### src/rtl/gaus_pkg.sv
// Shared constants and types for the Gaussian pipeline blocks
// (read scheduler, buffer, shifter, hold).
package gaus_pkg;

   localparam int ADDR_W    = 20;
   localparam int ROW_WORDS = 256;
   localparam int NUM_ROWS  = 5;

   typedef enum logic [2:0] {
      P0 = 3'd0,
      P1 = 3'd1,
      P2 = 3'd2,
      P3 = 3'd3,
      P4 = 3'd4
   } phase_e;

   typedef enum logic [1:0] {
      IDLE  = 2'd0,
      RUN   = 2'd1,
      DRAIN = 2'd2,
      DONE  = 2'd3
   } sched_state_e;

endpackage

### src/rtl/gaus_read_scheduler.sv
// Issues the 5-row interleaved SRAM read stream (newest row first per column)
// and the matching buffer-pop / shift enables one cycle behind each issue.
module gaus_read_scheduler #(
   parameter int ADDR_W     = gaus_pkg::ADDR_W,
   parameter int ROW_WORDS  = gaus_pkg::ROW_WORDS,
   parameter int START_ADDR = 1024,
   parameter int END_ADDR   = 524287
) (
   input  logic              clk,
   input  logic              reset,
   input  logic              start,
   input  logic              stall,
   output logic [ADDR_W-1:0] read_addr,
   output logic              rd_issue,
   output logic [2:0]        rd_phase,
   output logic              pop_buffer_en,
   output logic              shift_en,
   output logic              busy,
   output logic              done
);
   import gaus_pkg::*;

   if (START_ADDR < 4 * ROW_WORDS) begin : g_chk_start
      $fatal(1, "START_ADDR must be at least 4*ROW_WORDS");
   end
   if (END_ADDR < START_ADDR) begin : g_chk_end
      $fatal(1, "END_ADDR must not be below START_ADDR");
   end

   localparam logic [ADDR_W-1:0] START_A = ADDR_W'(START_ADDR);
   localparam logic [ADDR_W-1:0] END_A   = ADDR_W'(END_ADDR);
   localparam logic [ADDR_W-1:0] STRIDE  = ADDR_W'(ROW_WORDS);

   sched_state_e      state_q, state_d;
   logic [ADDR_W-1:0] sched_q, sched_d;
   logic [ADDR_W-1:0] read_addr_q, read_addr_d;
   phase_e            phase_q, phase_d;
   phase_e            rd_phase_q, rd_phase_d;
   logic              rd_issue_q, rd_issue_d;
   logic              pop_q, pop_d;
   logic              shift_q, shift_d;
   logic              busy_q, busy_d;
   logic              done_q, done_d;

   always_comb begin
      state_d     = state_q;
      sched_d     = sched_q;
      phase_d     = phase_q;
      read_addr_d = read_addr_q;
      rd_phase_d  = rd_phase_q;
      rd_issue_d  = 1'b0;
      // SRAM returns one cycle after issue, so the enables trail rd_issue by one.
      pop_d       = rd_issue_q && (rd_phase_q < P4);
      shift_d     = rd_issue_q && (rd_phase_q == P4);
      busy_d      = (state_q == RUN) || (state_q == DRAIN);
      done_d      = (state_q == DONE);

      case (state_q)
         IDLE: begin
            if (start) begin
               state_d = RUN;
               sched_d = START_A;
               phase_d = P0;
            end
         end
         RUN: begin
            if (phase_q > P4) begin
               phase_d = P0;
            end else if (!stall) begin
               read_addr_d = sched_q - ADDR_W'(phase_q) * STRIDE;
               rd_issue_d  = 1'b1;
               rd_phase_d  = phase_q;
               if (phase_q == P4) begin
                  phase_d = P0;
                  if (sched_q == END_A) begin
                     state_d = DRAIN;
                  end else begin
                     sched_d = sched_q + ADDR_W'(1);
                  end
               end else begin
                  phase_d = phase_e'(phase_q + 3'd1);
               end
            end
         end
         DRAIN:   state_d = DONE;
         DONE:    state_d = IDLE;
         default: state_d = IDLE;
      endcase
   end

   always_ff @(posedge clk) begin
      if (reset) begin
         state_q     <= IDLE;
         sched_q     <= START_A;
         phase_q     <= P0;
         read_addr_q <= START_A;
         rd_phase_q  <= P0;
         rd_issue_q  <= 1'b0;
         pop_q       <= 1'b0;
         shift_q     <= 1'b0;
         busy_q      <= 1'b0;
         done_q      <= 1'b0;
      end else begin
         state_q     <= state_d;
         sched_q     <= sched_d;
         phase_q     <= phase_d;
         read_addr_q <= read_addr_d;
         rd_phase_q  <= rd_phase_d;
         rd_issue_q  <= rd_issue_d;
         pop_q       <= pop_d;
         shift_q     <= shift_d;
         busy_q      <= busy_d;
         done_q      <= done_d;
      end
   end

   assign read_addr     = read_addr_q;
   assign rd_issue      = rd_issue_q;
   assign rd_phase      = rd_phase_q;
   assign pop_buffer_en = pop_q;
   assign shift_en      = shift_q;
   assign busy          = busy_q;
   assign done          = done_q;

endmodule

### config.mk
export PLATFORM = sky130hd
export DESIGN_NAME = gaus_read_scheduler
export DESIGN_NICKNAME = d
export VERILOG_FILES = /design/src/rtl/gaus_pkg.sv /design/src/rtl/gaus_read_scheduler.sv
export SDC_FILE = /design/constraint.sdc
export NUM_CORES = 1
export LEC_CHECK = 0
export CAP_MARGIN = 20
export CORE_ASPECT_RATIO = 1.75
export CORE_MARGIN = 10
export CORE_UTILIZATION = 35
export DETAILED_ROUTE_END_ITERATION = 8
export SYNTH_ARGS = -nofsm -noshare
export SYNTH_HDL_FRONTEND = slang
export SYNTH_SLANG_ARGS = --single-unit
### constraint.sdc
create_clock -name clk -period 3.2 [get_ports clk]
set_input_delay 0.64 -clock clk [delete_from_list [all_inputs] [get_ports clk]]
set_output_delay 0.64 -clock clk [all_outputs]
set_load 0.01 [all_outputs]
==> impl_results.md <==
* Status: completed
* Part of the cycle the worst path needs at 77.6%
* CP arrival at 2.72 ns
* Post-synth EDFFs at 0
* Synth Flop Type: dfxtp_1
* Worst Path Required at 3.43 ns
* Clock tree from TritonCTS: built
* Pwr/cell area at 589 nW/um^2
* Initial antenna violation count at 0
* Remaining Overflow, GRT at 0
* Worst-path cell chain: clkdlybuf4s50_1, nand3b_2, a21oi_2, o2111ai_1, or4_1, nand2_1
* Multi-input logic area at 1460 sq um
* Post-detail-place hpwl at 4940 um
* Rel. slew slack at 62.7%
* Root buffer cell: clkbuf_16
* CTS Buf Count at 5
* Library cells used by synthesis at 58
* Ant diodes at 0
* Worst r2r src: state_q[0]$_SDFFE_PP0P_
* Worst slack, placed at 0.411 ns
* Die Ht at 135 um
* Total GRT Usage at 11.0%
* Flop2flop setup slack at 0.92 ns
* Pleak at 1.04 nW
* Crit path max-delay family: simple AND/OR/NAND/NOR gates
* Worst setup margin at 0.715 ns
* Peak supply drop at 373 uV
* Sink Count at 53
* Crit path max-delay cell type: a21oi_2
* Post-synthesis sequential area ratio at 40.0%
* Post-CTS Setup Inserts at 0
* FMAX at 0.402 GHz
* Async set or reset register ratio after synthesis at 0%
* Mean Syn Cell Area at 8.64 sq um
* Worst-Margin Slew at 0.556 ns
* Hold Crit Class: reg2reg
* CTS Buffer Depth at 2
* Clock Skews at 0.00635 ns
* DRC violations left at 0
* RSZ-0062 raised after global routing: no
* Ys Warns at 0
* Period minus WS final at 2.48 ns
* Vias per cell at 5.33
* Layout area overhead at 18.9%
* Fin Setup TNS at 0 ns
* Filler instances at 758
* Synthesized area at 2650 sq um
* Cells after Synth at 307
* Starting density of the core at 35.5%
* Hold Path Cell Cnt at 2
* Vias in the first global route at 2,192
* CP Class: in2reg
* R2r endpoint: sched_q[13]$_SDFFE_PP0P_
* Core area at 7460 sq um
* Post-DRT Antenna Nets at 0
* Slowest stage delay, CP at 0.47 ns
* Final Hold Fails at 0
* Share of cells above drive strength 1 at 7.53%
* CTS Hold Buffers Added at 0
* Clk_lat worst skew at 0.29 ns
* Wire per inst at 15.1 um
* CTS H-tree lvls at 2
* Max-slew violations at 0
* Register Area at 1060 sq um
* First-pass GRT wire length at 10,500 um
* Net count, final at 346
* I/O Buffers at 31
* Endpoints failing setup at 0
* M3 GR Usage at 2.59%
* Post_cts resized at 0
* Drt first pass iters at 4
* M1 GR Usage at 10.8%
* Clk pin slew, worst setup/hold paths at 0.07 ns
* Site row count at 42
* Starting DRT DRC Count at 104
* Min-delay src: read_addr[0]$_SDFFE_PP0P_
* Maxcap violations at 0
* Final hold slack at 0.453 ns
* CP Launch Type: input pin
* Syn Nets at 322
* Critical path capture point type: register
* RD Place Congestion at 0.869
* Buffers plus inverters on the worst setup path at 1
* Worst reg2reg path depth at 7
* Final wirelength at 6320 um
* Most used routing layer: met2
* Via count at 2,238
* I/O pin count at 32
* Hold EP: read_addr[0]$_SDFFE_PP0P_
* Synth Register Bits at 53
* Die W at 85.8 um
* Largest net degree at the start of global routing at 29
* Worst-path maximum fanout at 12
* Die Area at 11,600 sq um
* GR Util met2 at 21.0%
==> cell usage in the layout (no fill, tap or decap), drive strengths merged, types with 8 or more instances in the layout <==
master,netlist,routed
a211oi,13,13
a21oi,23,23
clkdlybuf4s50,0,31
dfxtp,53,53
ha,10,10
inv,11,11
nand2,38,38
nand4,13,13
nor2,33,33
o21ai,8,8
xor2,10,10
==> worst max-delay path by stage <==
stage | startpoint | endpoint | slack [ns] | depth (start not counted)
2_1_floorplan | stall | sched_q[17]$_SDFFE_PP0P_ | 1.32 | 6
3_3_place_gp | stall | sched_q[13]$_SDFFE_PP0P_ | 0.46 | 6
3_5_place_dp | stall | sched_q[13]$_SDFFE_PP0P_ | 0.41 | 6
4_1_cts | stall | sched_q[13]$_SDFFE_PP0P_ | 0.72 | 6
5_1_grt | stall | sched_q[11]$_SDFFE_PP0P_ | 0.56 | 6
6_report | stall | sched_q[13]$_SDFFE_PP0P_ | 0.72 | 6
==> synthesized netlist by cell type (3+ instances only) <==
cell type,number,area share (%)
a211oi_1,11,3.1
a21oi_1,22,4.2
a31oi_1,3,0.71
buf_2,8,1.5
clkbuf_1,8,1.1
dfxtp_1,53,40
ha_1,10,4.7
inv_1,11,1.6
nand2_1,38,5.4
nand3_1,7,1.3
nand4_1,12,2.8
nor2_1,32,4.5
nor2b_1,5,1.2
nor3_1,7,1.3
nor4_1,5,1.2
o211ai_1,4,1.1
o21ai_1,4,0.75
or3_1,4,0.94
xnor2_1,6,2.0
xor2_1,10,3.3
==> where the power goes <==
part	switching, mW	leakage [nW]	internal [mW]
clock	0.228	0.0641	0.291
sequential	0.0439	0.429	0.728
combinational	0.328	0.551	0.239
==> metal layers <==
| layer | vias up | share of wire, % |
|---|---|---|
| li1 | 1146 | - |
| met1 | 1035 | 38 |
| met2 | 44 | 55 |
| met3 | 13 | 5.0 |
| met4 | 0 | 2.7 |
| met5 | - | 0 |
==> logic make-up after synthesis <==
family                   after synthesis  synth area share, %
flip-flops                            53                 40.0
buffers and inverters                 29                 4.91
adder cells (fa/ha/maj)               11                 5.47
AO/OA/AOI/OAI                         65                 17.4
AND/OR/NAND/NOR                      131                 26.1
multiplexers                           2                0.802
XOR/XNOR                              16                 5.28
==> registers in the layout (all words and copies together) (netlist names) <==
register and cells:
read_addr 20, sched_q 20, phase_q 3, rd_phase 3
state_q 2, busy 1, done 1, pop_buffer_en 1
rd_issue 1, shift_en 1
==> worst reg2reg max path, cell delays in order (launching register included) <==
cell and delay [ns]:
dfxtp_1 0.37, inv_1 0.09, ha_1 0.26, mux2i_1 0.20
a21oi_2 0.44, o2111ai_1 0.32, or4_1 0.47, nand2_1 0.08
==> through the flow <==
stage	cells	util [%]	power [mW]	area, sq um
2_1_floorplan	307	-	1.17	2650
4_1_cts	420	42.3	1.88	3150
3_3_place_gp	412	40.4	1.35	3010
6_report	420	42.3	1.86	3150
5_1_grt	420	42.3	1.97	3150
3_5_place_dp	412	40.4	1.36	3010
==> area by class of cell <==
class                      instances  area share, %
multi-input combinational        225           46.3
timing repair buffer              35           10.8
tap                               88           3.49
clock inverter                     1          0.238
clock buffer                       7           4.20
inverter                          11           1.31
sequential                        53           33.6
No activity file was read; power rests on OpenSTA's default activity.
